`src/rtl/punc_control_hs_if.sv`:
```
// Memory-port handshake bundle between the PUnC controller and a variable-latency memory.
// The controller owns the request side; the memory answers with mem_ready.
interface punc_control_hs_if;
  logic       mem_req;
  logic       mem_we;
  logic [1:0] mem_addr_sel;
  logic       mem_ready;

  modport master (output mem_req, output mem_we, output mem_addr_sel, input mem_ready);
  modport slave  (input mem_req, input mem_we, input mem_addr_sel, output mem_ready);
endinterface

```
`src/rtl/punc_control_hs.sv`:
```
// PUnC LC3 control FSM driving a ready/valid memory port, with a per-access
// timeout watchdog, sticky HALT/FAULT states and a per-instruction retire pulse.
module punc_control_hs #(
  parameter int TIMEOUT_CYCLES = 16,
  parameter int CNT_W          = 8
) (
  input  logic                     clk,
  input  logic                     rst,
  input  logic [15:0]              ir,
  input  logic                     n,
  input  logic                     z,
  input  logic                     p,
  punc_control_hs_if.master        mem,
  output logic                     mdr_ld,
  output logic                     ir_ld,
  output logic                     pc_ld,
  output logic [1:0]               pc_sel,
  output logic                     rf_w_en,
  output logic [1:0]               rf_w_sel,
  output logic                     rf_w_r7,
  output logic                     nzp_ld,
  output logic                     clr,
  output logic                     retired,
  output logic                     halted,
  output logic                     fault,
  output logic [3:0]               state_o
);

  typedef enum logic [3:0] {
    S_INIT   = 4'd0,
    S_FETCH  = 4'd1,
    S_DECODE = 4'd2,
    S_EXEC   = 4'd3,
    S_MEM1   = 4'd4,
    S_MEM2   = 4'd5,
    S_WB     = 4'd6,
    S_HALT   = 4'd7,
    S_FAULT  = 4'd8
  } state_t;

  localparam logic [3:0] OP_BR   = 4'b0000;
  localparam logic [3:0] OP_ADD  = 4'b0001;
  localparam logic [3:0] OP_LD   = 4'b0010;
  localparam logic [3:0] OP_ST   = 4'b0011;
  localparam logic [3:0] OP_JSR  = 4'b0100;
  localparam logic [3:0] OP_AND  = 4'b0101;
  localparam logic [3:0] OP_LDR  = 4'b0110;
  localparam logic [3:0] OP_STR  = 4'b0111;
  localparam logic [3:0] OP_RTI  = 4'b1000;
  localparam logic [3:0] OP_NOT  = 4'b1001;
  localparam logic [3:0] OP_LDI  = 4'b1010;
  localparam logic [3:0] OP_STI  = 4'b1011;
  localparam logic [3:0] OP_JMP  = 4'b1100;
  localparam logic [3:0] OP_RES  = 4'b1101;
  localparam logic [3:0] OP_LEA  = 4'b1110;
  localparam logic [3:0] OP_TRAP = 4'b1111;

  localparam logic [1:0] ADDR_PC  = 2'd0;
  localparam logic [1:0] ADDR_EA  = 2'd1;
  localparam logic [1:0] ADDR_MDR = 2'd2;

  localparam logic [1:0] PC_INC   = 2'd0;
  localparam logic [1:0] PC_OFF9  = 2'd1;
  localparam logic [1:0] PC_BASER = 2'd2;
  localparam logic [1:0] PC_OFF11 = 2'd3;

  localparam logic [1:0] RFW_ALU = 2'd0;
  localparam logic [1:0] RFW_MDR = 2'd1;
  localparam logic [1:0] RFW_PC  = 2'd2;

  localparam logic [CNT_W-1:0] TO_CNT  = CNT_W'(TIMEOUT_CYCLES);
  localparam bit               WDOG_EN = (TIMEOUT_CYCLES != 0);

  state_t             state_q, state_d;
  logic [CNT_W-1:0]   wait_q, wait_d;

  logic [3:0]         opcode;
  logic               br_taken;
  logic [CNT_W-1:0]   wait_inc;
  logic               wait_expired;
  logic               req, we;
  logic [1:0]         addr_sel;
  logic               unused_ir;

  assign opcode       = ir[15:12];
  assign br_taken     = (n & ir[11]) | (z & ir[10]) | (p & ir[9]);
  assign wait_inc     = wait_q + CNT_W'(1);
  // The cycle that would bring the count to the limit is the last one allowed.
  assign wait_expired = WDOG_EN && (wait_inc == TO_CNT);
  assign unused_ir    = ^ir[8:0];

  assign mem.mem_req      = req;
  assign mem.mem_we       = we;
  assign mem.mem_addr_sel = addr_sel;

  always_ff @(posedge clk) begin
    if (rst) begin
      state_q <= S_INIT;
      wait_q  <= '0;
    end else begin
      state_q <= state_d;
      wait_q  <= wait_d;
    end
  end

  always_comb begin
    state_d  = state_q;
    wait_d   = '0;
    req      = 1'b0;
    we       = 1'b0;
    addr_sel = ADDR_PC;
    mdr_ld   = 1'b0;
    ir_ld    = 1'b0;
    pc_ld    = 1'b0;
    pc_sel   = PC_INC;
    rf_w_en  = 1'b0;
    rf_w_sel = RFW_ALU;
    rf_w_r7  = 1'b0;
    nzp_ld   = 1'b0;
    clr      = 1'b0;
    retired  = 1'b0;
    halted   = 1'b0;
    fault    = 1'b0;
    state_o  = 4'd0;

    // Reset silences every output, including a request that was in flight.
    if (!rst) begin
      state_o = state_q;
      case (state_q)
        S_INIT: begin
          clr     = 1'b1;
          state_d = S_FETCH;
        end

        S_FETCH: begin
          req      = 1'b1;
          addr_sel = ADDR_PC;
          if (mem.mem_ready) begin
            ir_ld   = 1'b1;
            state_d = S_DECODE;
          end else if (wait_expired) begin
            state_d = S_FAULT;
          end else begin
            wait_d = wait_inc;
          end
        end

        S_DECODE: begin
          pc_ld  = 1'b1;
          pc_sel = PC_INC;
          if (opcode == OP_TRAP)                          state_d = S_HALT;
          else if (opcode == OP_RTI || opcode == OP_RES)  state_d = S_FAULT;
          else                                            state_d = S_EXEC;
        end

        S_EXEC: begin
          state_d = S_FETCH;
          case (opcode)
            OP_ADD, OP_AND, OP_NOT, OP_LEA: begin
              rf_w_en  = 1'b1;
              rf_w_sel = RFW_ALU;
              nzp_ld   = 1'b1;
              retired  = 1'b1;
            end
            OP_BR: begin
              pc_ld   = br_taken;
              pc_sel  = br_taken ? PC_OFF9 : PC_INC;
              retired = 1'b1;
            end
            OP_JMP: begin
              pc_ld   = 1'b1;
              pc_sel  = PC_BASER;
              retired = 1'b1;
            end
            // Link and jump share the cycle; the PC mux reads BaseR before R7 is written.
            OP_JSR: begin
              rf_w_en  = 1'b1;
              rf_w_sel = RFW_PC;
              rf_w_r7  = 1'b1;
              pc_ld    = 1'b1;
              pc_sel   = ir[11] ? PC_OFF11 : PC_BASER;
              retired  = 1'b1;
            end
            OP_LD, OP_LDR, OP_LDI, OP_ST, OP_STR, OP_STI: begin
              state_d = S_MEM1;
            end
            default: begin
              state_d = S_FAULT;
            end
          endcase
        end

        S_MEM1: begin
          req      = 1'b1;
          addr_sel = ADDR_EA;
          we       = (opcode == OP_ST) || (opcode == OP_STR);
          if (mem.mem_ready) begin
            case (opcode)
              OP_LD, OP_LDR: begin
                mdr_ld  = 1'b1;
                state_d = S_WB;
              end
              OP_LDI, OP_STI: begin
                mdr_ld  = 1'b1;
                state_d = S_MEM2;
              end
              default: begin
                retired = 1'b1;
                state_d = S_FETCH;
              end
            endcase
          end else if (wait_expired) begin
            state_d = S_FAULT;
          end else begin
            wait_d = wait_inc;
          end
        end

        S_MEM2: begin
          req      = 1'b1;
          addr_sel = ADDR_MDR;
          we       = (opcode == OP_STI);
          if (mem.mem_ready) begin
            if (opcode == OP_LDI) begin
              mdr_ld  = 1'b1;
              state_d = S_WB;
            end else begin
              retired = 1'b1;
              state_d = S_FETCH;
            end
          end else if (wait_expired) begin
            state_d = S_FAULT;
          end else begin
            wait_d = wait_inc;
          end
        end

        S_WB: begin
          rf_w_en  = 1'b1;
          rf_w_sel = RFW_MDR;
          nzp_ld   = 1'b1;
          retired  = 1'b1;
          state_d  = S_FETCH;
        end

        S_HALT: begin
          halted = 1'b1;
        end

        S_FAULT: begin
          fault = 1'b1;
        end

        default: begin
          state_d = S_FAULT;
        end
      endcase
    end
  end

endmodule

```
`src/flat_wrapper.sv`:
```
// flat-port wrapper written by rule: the top's interface ports become plain ports
module punc_control_hs_flat 
#(
  parameter int TIMEOUT_CYCLES = 16,
  parameter int CNT_W          = 8
)
  (clk, rst, ir, n, z, p, mdr_ld, ir_ld, pc_ld, pc_sel, rf_w_en, rf_w_sel, rf_w_r7, nzp_ld, clr, retired, halted, fault, state_o, mem_mem_req, mem_mem_we, mem_mem_addr_sel, mem_mem_ready);
  punc_control_hs_if mem_i ();
  input  logic clk;
  input  logic rst;
  input  logic [15:0] ir;
  input  logic n;
  input  logic z;
  input  logic p;
  output logic mdr_ld;
  output logic ir_ld;
  output logic pc_ld;
  output logic [1:0] pc_sel;
  output logic rf_w_en;
  output logic [1:0] rf_w_sel;
  output logic rf_w_r7;
  output logic nzp_ld;
  output logic clr;
  output logic retired;
  output logic halted;
  output logic fault;
  output logic [3:0] state_o;
  output wire logic [$bits(mem_i.mem_req)-1:0] mem_mem_req;
  output wire logic [$bits(mem_i.mem_we)-1:0] mem_mem_we;
  output wire logic [$bits(mem_i.mem_addr_sel)-1:0] mem_mem_addr_sel;
  input wire logic [$bits(mem_i.mem_ready)-1:0] mem_mem_ready;
  assign mem_mem_req = mem_i.mem_req;
  assign mem_mem_we = mem_i.mem_we;
  assign mem_mem_addr_sel = mem_i.mem_addr_sel;
  assign mem_i.mem_ready = mem_mem_ready;
  punc_control_hs #(.TIMEOUT_CYCLES(TIMEOUT_CYCLES), .CNT_W(CNT_W)) u_core (.clk(clk), .rst(rst), .ir(ir), .n(n), .z(z), .p(p), .mem(mem_i), .mdr_ld(mdr_ld), .ir_ld(ir_ld), .pc_ld(pc_ld), .pc_sel(pc_sel), .rf_w_en(rf_w_en), .rf_w_sel(rf_w_sel), .rf_w_r7(rf_w_r7), .nzp_ld(nzp_ld), .clr(clr), .retired(retired), .halted(halted), .fault(fault), .state_o(state_o));
endmodule
```
`config.mk`:
```
export PLATFORM = sky130hd
export DESIGN_NAME = punc_control_hs_flat
export DESIGN_NICKNAME = d
export VERILOG_FILES = /design/src/rtl/punc_control_hs_if.sv /design/src/rtl/punc_control_hs.sv /design/src/flat_wrapper.sv
export SDC_FILE = /design/constraint.sdc
export NUM_CORES = 1
export LEC_CHECK = 0
export CORE_ASPECT_RATIO = 1.4
export CORE_MARGIN = 2
export CORE_UTILIZATION = 33
export DETAILED_ROUTE_END_ITERATION = 8
export GPL_ROUTABILITY_DRIVEN = 1
export HOLD_SLACK_MARGIN = 0.12
export PLACE_DENSITY = 0.75
export RECOVER_POWER = 25
export SLEW_MARGIN = 5
export SYNTH_ARGS = -nofsm -noshare
export SYNTH_HDL_FRONTEND = slang
export SYNTH_SLANG_ARGS = --single-unit
```
`constraint.sdc`:
```
create_clock -name clk -period 3.8 [get_ports clk]
set_clock_uncertainty 0.1 [all_clocks]
set_input_delay 0.76 -clock clk [delete_from_list [all_inputs] [get_ports clk]]
set_output_delay 0.76 -clock clk [all_outputs]
set_load 0.01 [all_outputs]
```
# Word level (Yosys, flattened, before mapping)
# Cells that the tools add are included.
# classes
add_sub_neg	1
n_eq_ne	24
muxes	59
bitwise	6
n_reduce_logical	16
# ops
operator	n
4-bit == test (second input constant)	9
1-bit 2-to-1 mux	33
4-bit by 3-bit == test with 1-bit output (second input constant)	8
4-bit 2-to-1 mux	7
4-bit case mux with 7 select lines	1
4-bit by 2-bit == test with 1-bit output (second input constant)	4
1-bit case mux with 2 select lines	6
4-bit OR reduction	3
2-bit 2-to-1 mux	5
2-bit OR reduction	5
8-bit by 1-bit adder with 8-bit output (second input constant)	1
4-bit by 1-bit == test with 1-bit output (second input constant)	2
8-bit by 5-bit == test with 1-bit output (second input constant)	1
4-bit zero test	2
2-bit case mux with 2 select lines	2
4-bit case mux with 2 select lines	1
7-bit OR reduction	1
2-bit case mux with 3 select lines	1
3-bit case mux with 2 select lines	1
6-bit OR reduction	1
5-bit OR reduction	1
1-bit case mux with 4 select lines	1
1-bit AND	3
3-bit 2-to-1 mux	1
4 further kinds	6
# totals
register_bits	12
input_bits	22
out_inout_bits	22
word_cells	108

# Longest topological paths before layout
# Gate-level depths: netlist of the first run.
# depth
depth_word	7
depth_mapped	6

# Worst setup path before layout of the first run
# OpenSTA, ideal clock, no wires.
# synth_timing
kind	input-to-output
from	in ir[13]
to	out pc_sel[0]
arrival_time_ns	1.915
required_time_ns	2.940
slack_ns	1.025
path_stages	5
n_path_buf	1
path_cell_list	clkbuf_1 > or4_1 > nor2_1 > a21oi_1 > nor3_1
# synth_via
elab_chain_len	4
# synth_lines
item	line	text
start: declaration	flat_wrapper.sv:11	input logic [15:0] ir;
4-bit by 3-bit == test with 1-bit output, or another cell as far along	punc_control_hs.sv:158	case (opcode)
2-bit case mux with 3 select lines (*)	punc_control_hs.sv:158	
2-bit 2-to-1 mux (*)	punc_control_hs.sv:129	case (state_q)
2-bit 2-to-1 mux (*)	punc_control_hs.sv:127	if (!rst) begin
end: declaration	flat_wrapper.sv:18	output logic [1:0] pc_sel;
# Mark *: on every way between the ends. The rest lies on a longest branch, timed or not.

# Worst setup path after layout of the first run
# layout_timing
from	in ir[12]
to	out mdr_ld
# layout_via
elab_chain_len	6
# layout_lines
item	line	text
4-bit by 2-bit == test with 1-bit output, or another cell as far along	punc_control_hs.sv:198	case (opcode)
4-bit OR reduction (no line)	n/a	
1-bit 2-to-1 mux	punc_control_hs.sv:198	
1-bit 2-to-1 mux	punc_control_hs.sv:197	if (mem.mem_ready) begin
1-bit case mux with 2 select lines (*)	punc_control_hs.sv:129	
1-bit 2-to-1 mux (*)	punc_control_hs.sv:127	
end: declaration	flat_wrapper.sv:15	output logic mdr_ld;
# Marked as above.

==> results of run 1 <==
## layout by cell type, fill, tap and decap left out, drive strengths merged, types with 2 or more instances in the layout
master / synthesis / final
xor2: 4 / 4
dfxtp: 12 / 12
nand2: 9 / 9
a21o: 2 / 2
and3: 7 / 7
a31oi: 2 / 2
nor3: 9 / 9
xnor2: 2 / 2
a311oi: 3 / 3
o21ai: 9 / 9
buf: 4 / 8
clkdlybuf4s50: 0 / 30
nand3: 5 / 5
a21oi: 12 / 12
nor2: 22 / 22
and2: 2 / 2
o22ai: 3 / 3
clkbuf: 5 / 6
a31o: 2 / 2
nor2b: 4 / 4
or3: 3 / 3
nand4: 3 / 3
dlymetal6s2s: 0 / 3
nand2b: 5 / 5
inv: 6 / 6
or4: 3 / 3
## cell type report
cell class	count	share of cell area, %
multi-input combinational	124	48.7
timing repair buffer	44	27.2
sequential	12	15.8
clock buffer	4	3.61
tap	39	3.20
inverter	6	1.48
## per-stage QoR
stage	total power [uW]	cell area [um2]	setup slack [ns]	std cells
after floorplan	219	1050	1.03	151
after global placement	275	1470	0.0728	225
after detailed placement	276	1470	0.0619	225
after CTS	419	1530	0.0604	229
after global routing	440	1530	0.0324	229
final	415	1530	0.120	229
## cells by family after synthesis
kind of cell,after synthesis,synth area share [%]
flip-flops,12,22.9
AO/OA/AOI/OAI,39,24.0
buffers and inverters,15,6.09
multiplexers,1,1.08
adder cells (fa/ha/maj),1,1.19
XOR/XNOR,6,5.02
AND/OR/NAND/NOR,77,39.7
## critical path, stage by stage
cell             delay, ns
clkdlybuf4s50_1       0.51
or2_2                 0.33
a32oi_1               0.15
o21ai_0               0.14
nor4_1                0.33
clkdlybuf4s50_1       0.61
## state kept, by name, summed over array words and instances, names as in the netlist
name / count
u_core.state_q: 4
u_core.wait_q: 8
## how the worst min path moves through the flow
stage	from	endpoint	slack [ns]
3_3_place_gp	u_core.wait_q[0]	u_core.wait_q[0]	0.36
3_5_place_dp	u_core.wait_q[0]	u_core.wait_q[0]	0.37
5_1_grt	u_core.wait_q[0]	u_core.wait_q[0]	0.41
6_report	u_core.wait_q[7]	u_core.wait_q[7]	0.38
4_1_cts	u_core.wait_q[7]	u_core.wait_q[7]	0.38
2_1_floorplan	u_core.wait_q[0]	u_core.wait_q[0]	0.34
## per-layer routing
| metal | part of all wire (%) | wire [um] | up-vias | GRT usage (%) |
|---|---|---|---|---|
| met5 | 0 | 0 | - | 0 |
| met4 | 2.2 | 65 | 0 | 9.94 |
| met3 | 4.8 | 142 | 7 | 2.11 |
| met2 | 49 | 1460 | 44 | 27.5 |
| met1 | 44 | 1310 | 590 | 21.8 |
| li1 | - | - | 629 | - |
## report_power, final
part / leakage [uW] / internal, uW / total (uW) / switching [uW]
sequential: 0.0000973 / 131 / 142 / 10.9
clock: 0.0000288 / 91.7 / 141 / 49.3
combinational: 0.000493 / 61.6 / 132 / 70.2
## what timing repair did
action                                  4_1_cts  5_1_grt
gates resized for setup                       0        3
endpoints found under the setup margin        0        4
buffers inserted                              0        0
hold buffers                                  0        0
==> flow_metrics.py, run 1 <==
metrics = {
    "global_route": {
        "grt_remaining_overflow": 0,
        "grt_pass1_vias": 1157,
        "grt_max_degree": 18,
        "grt_pass1_wl_um": 4970,
        "globalRouteTotalUtil_pct": 17.2,
        "antenna_found_initial": 0,
    },
    "worst_setup_path": {
        "path_class": "in2out",
        "endpoint": "mdr_ld",
        "r2r_start": "u_core.state_q[2]",
        "cp.required_ns": 2.94,
        "endpoint_kind": "output pin",
        "crit_arrival_ns": 2.82,
        "critPathLaunch": "ir[12]",
        "startpoint_type": "input pin",
        "rr_worst_depth": 6,
        "r2r-end": "u_core.state_q[0]",
        "r2r_slack_ns": 1.80,
        "cp_max_fo": 7,
    },
    "routing": {
        "ant_nets": 0,
        "routed_wl_um": 2980,
        "routedWlPerCell_um": 13.0,
        "drc_errors": 0,
        "vias": 1270,
        "firstDrtPassIters": 4,
        "first_iter_violations": 40,
        "via_per_inst": 5.55,
    },
    "clock_tree": {
        "cts-htree-levels": 1,
        "cts_sinks": 12,
        "clk_pin_slew_ns": 0.05,
        "cts_made_buffers": 3,
        "cts_buffer_depth": 2,
        "clk_latency_ns": 0.25,
        "tritoncts": "yes",
        "root_buffer": "clkbuf_8",
    },
    "timing": {
        "finalHoldViolCount": 0,
        "worst_slew_margin_rel_pct": 64.0,
        "fmax_ghz": 0.272,
        "setup_viol": 0,
        "fin_setup_tns_ns": 0,
        "worstMarginPinSlew_ns": 0.540,
        "min_period_over_period_pct": 96.8,
        "whs_ns": 0.378,
        "layout_min_cycle_time_ns": 3.68,
        "rsz0062_at_grt": "false",
        "final_max_slew_viol_count": 0,
    },
    "synthesis": {
        "ys_ff_latch": 12,
        "synth_common_cells": "nor2_1, a21oi_1, dfxtp_1",
        "synth_area_leader_cell": "dfxtp_1",
        "ys.flop_type": "dfxtp_1",
        "synthesis.area_um2": 1050,
        "synth-edff-count": 0,
        "synthArstFlopShare_pct": 0,
        "yosysSeqAreaShare_pct": 22.9,
        "postSynthCellCount": 151,
        "syn_nets": 174,
        "yosys.cell_types.count": 45,
        "synth_area_leaders": "dfxtp_1, nor2_1, a21oi_1",
        "post_synth.cell_area_avg_um2": 6.94,
        "synth_most_common_cell": "nor2_1",
        "synth_warnings": 0,
        "synth.top_cell.area_share_pct": 22.9,
    },
    "place": {
        "place_hpwl_um": 2240,
        "place_congestion": 0.891,
        "numPortBuffers": 34,
    },
    "layout": {
        "fillers": 328,
        "multiInputGateArea_um2": 743,
        "layout-drive-gt1-share_pct": 11.6,
        "seq_area_um2": 240,
        "diodes": 0,
        "nNetsFinal": 214,
        "post-route-util_pct": 49.8,
        "area_growth_pct": 45.6,
    },
    "floorplan": {
        "die_y_um": 70.7,
        "rows": 24,
        "initial_core_util_pct": 34.2,
        "die_x_um": 51.6,
        "ioPinCount": 44,
        "core_um2": 3060,
        "die_area_um2": 3650,
    },
    "min_path": {
        "hold_path.class": "reg2reg",
        "hold_path_depth": 2,
    },
    "pwr": {
        "peakVddDrop_v": 0.000127,
        "power.density_nw_per_um2": 272,
        "power_leakage_uw": 0.000619,
    },
    "job": {
        "max_cap_violations": 0,
    },
    "run_status": {
        "status": "completed",
    },
}
No activity file was read; power rests on OpenSTA's default activity.
==> run 2: changes to the inputs <==
CORE_ASPECT_RATIO = 1.5   (was 1.4)
PLACE_DENSITY = not set   (was 0.75)
==> flow_metrics.py, run 2 (synthesis gave the netlist of run 1 again) <==
metrics = {
    "pwr": {
        "pwr-share-comb_pct": 33.2,
        "power.density_nw_per_um2": 270,
        "p_sw_uw": 129,
        "clock_power_share_pct": 33.3,
        "switching_share_pct": 31.0,
        "peakVddDrop_v": 0.000151,
        "power_leakage_uw": 0.000614,
        "pwr-share-seq_pct": 33.5,
        "p_int_uw": 287,
    },
    "worst_setup_path": {
        "crit_arrival_ns": 2.82,
        "endpoint": "nzp_ld",
        "r2r_start": "u_core.state_q[2]",
        "startpoint_type": "input pin",
        "r2r-end": "u_core.state_q[0]",
        "cp_max_fo": 7,
        "cp.required_ns": 2.94,
        "critPathLaunch": "ir[15]",
        "rr_worst_depth": 6,
        "r2r_slack_ns": 1.88,
        "path_class": "in2out",
        "endpoint_kind": "output pin",
    },
    "clock_tree": {
        "cts_made_buffers": 3,
        "root_buffer": "clkbuf_8",
        "tritoncts": "yes",
        "clk_pin_slew_ns": 0.05,
        "cts_buffer_depth": 2,
        "holdBufCountCts": 0,
        "cts-htree-levels": 1,
        "clk_latency_ns": 0.24,
        "cts_setup_buffers": 0,
        "cts_sinks": 12,
    },
    "timing": {
        "worst_slew_margin_rel_pct": 66.8,
        "layout_min_cycle_time_ns": 3.68,
        "min_period_over_period_pct": 96.9,
        "fin_setup_tns_ns": 0,
        "rsz0062_at_grt": "false",
        "fmax_ghz": 0.271,
        "final_max_slew_viol_count": 0,
        "worstMarginPinSlew_ns": 0.494,
        "setup_viol": 0,
        "finalHoldViolCount": 0,
    },
    "global_route": {
        "grt_max_degree": 14,
        "grt_pass1_wl_um": 5440,
        "grt_remaining_overflow": 0,
        "grt_pass1_vias": 1264,
        "antenna_found_initial": 0,
        "globalRouteTotalUtil_pct": 19.2,
    },
    "layout": {
        "nNetsFinal": 216,
        "largest_reg_flops": 8,
        "fillers": 307,
        "layout-drive-gt1-share_pct": 13.0,
        "diodes": 0,
        "area_growth_pct": 47.3,
        "regMostFlops": "u_core.wait_q",
        "reg_top3": "u_core.wait_q (8), u_core.state_q (4)",
        "final_common_cell": "clkdlybuf4s50_1",
        "most-common-layout-cells": "clkdlybuf4s50_1, nor2_1, a21oi_1, dfxtp_1, buf_4",
        "postLayoutCellArea_um2": 1540,
    },
    "routing": {
        "firstDrtPassIters": 4,
        "drc_errors": 0,
        "via_per_inst": 5.56,
        "vias": 1289,
        "routedWlPerCell_um": 14.3,
        "first_iter_violations": 33,
        "ant_nets": 0,
        "routed_wl_um": 3320,
    },
    "min_path": {
        "hold_start": "u_core.wait_q[0]",
        "hold_path.class": "reg2reg",
    },
    "floorplan": {
        "die_area_um2": 3650,
        "die_x_um": 50.0,
        "initial_core_util_pct": 33.8,
        "ioPinCount": 44,
        "rows": 25,
        "core_um2": 3100,
        "die_y_um": 73.0,
    },
    "job": {
        "max_cap_violations": 0,
    },
    "place": {
        "place_congestion": 0.931,
        "place_hpwl_um": 2650,
        "placed_area_um2": 1490,
        "numPortBuffers": 34,
    },
    "run_status": {
        "status": "completed",
    },
}
[run 2: cell count changes in the layout (fill, tap and decap cells not counted)]
cell	delta
clkbuf_1	-1
buf_4	+3
dlymetal6s2s_1	-1
clkdlybuf4s50_1	+1
[run 2: cell type report]
cell class	count	area [um2]	area share [%]
Sequential cell	12	240	15.6
Multi-Input combinational cell	124	743	48.2
Tap cell	40	50.0	3.24
Clock buffer	4	55.1	3.57
Inverter	6	22.5	1.46
Timing Repair Buffer	46	432	28.0
[run 2: what timing repair did]
action,4_1_cts,5_1_grt
hold endpoints to repair,0,0
gates resized for setup,0,2
endpoints found under the setup margin,0,3
[run 2: metal layers]
layer	up-vias	GRT usage [%]	share of wire (%)
li1	631	-	-
met1	610	19.3	39
met2	39	36.0	53
met3	9	2.87	4.6
met4	0	11.7	3.4
met5	-	0	0
[run 2: power groups by stage]
| stage | sequential (uW) | combinational [uW] | clock (uW) |
|---|---|---|---|
| 3_3_place_gp | 142 | 137 | 0 |
| 4_1_cts | 139 | 139 | 140 |
| 5_1_grt | 140 | 152 | 146 |
| 2_1_floorplan | 138 | 81.6 | 0 |
| 3_5_place_dp | 142 | 138 | 0 |
| 6_report | 139 | 138 | 139 |
[run 2: worst min path at each step]
stage	to	slack, ns	cells past startpoint
after floorplan	u_core.wait_q[0]	0.34	1
after global placement	u_core.wait_q[0]	0.36	1
after CTS	u_core.wait_q[0]	0.38	1
after detailed placement	u_core.wait_q[0]	0.36	1
final	u_core.wait_q[0]	0.37	1
after global routing	u_core.wait_q[0]	0.41	1
[run 2: worst max-delay path: stages]
cell and delay, ns:
clkdlybuf4s50_1 0.60, and2_1 0.18, nand2b_1 0.07, mux2_2 0.26, o21ai_0 0.22, and3_1 0.19
clkdlybuf4s50_1 0.54
[run 2: per-stage QoR]
stage | instances | util [%] | total power (uW) | hold slack [ns] | worst slack (ns)
2_1_floorplan | 151 | - | 219 | 0.337 | 1.03
3_3_place_gp | 228 | 48.0 | 278 | 0.362 | 0.0517
3_5_place_dp | 228 | 48.0 | 280 | 0.363 | 0.0760
4_1_cts | 232 | 49.8 | 418 | 0.376 | 0.0608
5_1_grt | 232 | 49.8 | 437 | 0.413 | 0.00191
6_report | 232 | 49.8 | 416 | 0.375 | 0.117
==> run 3: changes to the inputs <==
CELL_PAD_IN_SITES_DETAIL_PLACEMENT = 0   (was not set)
CELL_PAD_IN_SITES_GLOBAL_PLACEMENT = 1   (was not set)
CORE_UTILIZATION = 31   (was 33)
PLACE_DENSITY_LB_ADDON = 0.1   (was not set)
==> flow_metrics.py, run 3 (synthesis gave the netlist of run 1 again) <==
metrics = {
    "run_status": {
        "status": "completed",
    },
    "layout": {
        "regMostFlops": "u_core.wait_q",
        "largest_reg_flops": 8,
        "reg_top3": "u_core.wait_q (8), u_core.state_q (4)",
        "area_growth_pct": 43.8,
        "nNetsFinal": 213,
        "most-common-layout-cells": "clkdlybuf4s50_1, nor2_1, a21oi_1, dfxtp_1, nand2_1",
        "final_common_cell": "clkdlybuf4s50_1",
        "layout-drive-gt1-share_pct": 11.2,
        "diodes": 0,
    },
    "pwr": {
        "peakVddDrop_v": 0.000123,
        "power.total_uw": 386,
        "power_leakage_uw": 0.000591,
        "power.density_nw_per_um2": 256,
    },
    "place": {
        "place_congestion": 0.860,
        "place_hpwl_um": 2630,
        "numPortBuffers": 34,
    },
    "clock_tree": {
        "tritoncts": "yes",
        "clk_pin_slew_ns": 0.05,
        "cts_made_buffers": 3,
        "cts_buffer_depth": 2,
        "clk_latency_ns": 0.24,
        "cts-htree-levels": 1,
        "root_buffer": "clkbuf_8",
        "cts_sinks": 12,
    },
    "timing": {
        "min_period_over_period_pct": 94.9,
        "fin_setup_tns_ns": 0,
        "rsz0062_at_grt": "false",
        "worst_slew_margin_rel_pct": 64.8,
        "setup_viol": 0,
        "worstMarginPinSlew_ns": 0.527,
        "layout_min_cycle_time_ns": 3.61,
        "fmax_ghz": 0.277,
        "finalHoldViolCount": 0,
        "final_max_slew_viol_count": 0,
    },
    "min_path": {
        "hold_path_depth": 1,
        "hold_end": "u_core.wait_q[0]",
        "hold_start": "u_core.wait_q[0]",
        "hold_path.class": "reg2reg",
    },
    "floorplan": {
        "core_um2": 3190,
        "rows": 25,
        "ioPinCount": 44,
        "initial_core_util_pct": 32.8,
        "die_y_um": 75.2,
        "die_x_um": 51.5,
        "die_area_um2": 3870,
    },
    "routing": {
        "via_per_inst": 5.55,
        "routedWlPerCell_um": 14.7,
        "firstDrtPassIters": 4,
        "first_iter_violations": 59,
        "routed_wl_um": 3360,
        "ant_nets": 0,
        "vias": 1266,
        "drc_errors": 0,
    },
    "worst_setup_path": {
        "cpMostUsedCell": "clkdlybuf4s50_1",
        "endpoint_kind": "output pin",
        "startpoint_type": "input pin",
        "r2r-end": "u_core.state_q[0]",
        "r2r_start": "u_core.state_q[2]",
        "cp_max_fo": 7,
        "critPathLaunch": "ir[12]",
        "cp_slowest_cell": "clkdlybuf4s50_1",
        "crit_arrival_ns": 2.75,
        "cp.required_ns": 2.94,
        "crit_path_max_incr_delay_ns": 0.59,
        "path_cells": "clkdlybuf4s50_1, or2_2, a32oi_1, o21ai_1, nor4_1, clkdlybuf4s50_1",
        "path_class": "in2out",
        "rr_worst_depth": 6,
        "r2r_slack_ns": 1.68,
    },
    "job": {
        "max_cap_violations": 0,
    },
    "global_route": {
        "grt_pass1_vias": 1202,
        "grt_pass1_wl_um": 5610,
        "grt_max_degree": 18,
        "antenna_found_initial": 0,
        "grt_remaining_overflow": 0,
        "globalRouteTotalUtil_pct": 19.1,
    },
}
[run 3: cell types whose count changed in the layout (fill, tap and decap cells not counted), sizes merged]
cell,previous run,this run
clkdlybuf4s50,31,32
buf,11,8
clkbuf,5,4
dlygate4sd3,1,0
[run 3: routing by layer]
layer	part of all wire, %	global-route usage [%]	up-vias
li1	-	-	625
met1	40	22.8	588
met2	53	34.3	46
met3	4.6	1.98	7
met4	2.1	8.19	0
met5	0	0	-
[run 3: timing repair]
action	CTS	global route
setup endpoints to repair	0	4
setup buffers	0	0
hold buffers	0	0
resized for setup	0	3
[run 3: how the worst max path moves through the flow]
| stage | endpoint | slack, ns | cells after the start |
|---|---|---|---|
| final | mdr_ld | 0.19 | 6 |
| after global routing | retired | 0.04 | 8 |
| after detailed placement | nzp_ld | 0.07 | 7 |
| after CTS | nzp_ld | 0.06 | 7 |
| after floorplan | pc_sel[0] | 1.03 | 5 |
| after global placement | nzp_ld | 0.06 | 7 |
[run 3: report_power, final]
group | internal (uW) | switching [uW]
Sequential | 132 | 16.2
Clock | 69.5 | 43.0
Combinational | 59.5 | 66.0
Total | 261 | 125
[run 3: critical path, delay by kind of cell]
kind,cells,cell delay (ns)
buffers and inverters,2,1.10
and+or+nand+nor,2,0.60
AOI/OAI and AO/OA,2,0.29
[run 3: through the flow]
stage | instance area (um2) | worst slack [ns] | instances | hold slack, ns | util, %
after floorplan | 1050 | 1.03 | 151 | 0.337 | -
after global placement | 1460 | 0.0590 | 225 | 0.358 | 45.9
after detailed placement | 1460 | 0.0661 | 225 | 0.379 | 45.9
after CTS | 1510 | 0.0610 | 228 | 0.390 | 47.2
after global routing | 1510 | 0.0375 | 228 | 0.409 | 47.2
final | 1510 | 0.194 | 228 | 0.381 | 47.2
[run 3: area by class of cell]
class / instances / area [um2]
fillers: 351 / 1680
multi-input cells: 124 / 743
repair buffers: 43 / 409
flip-flops and latches: 12 / 240
well taps: 40 / 50.0
clock buffers: 3 / 41.3
inverters: 6 / 22.5
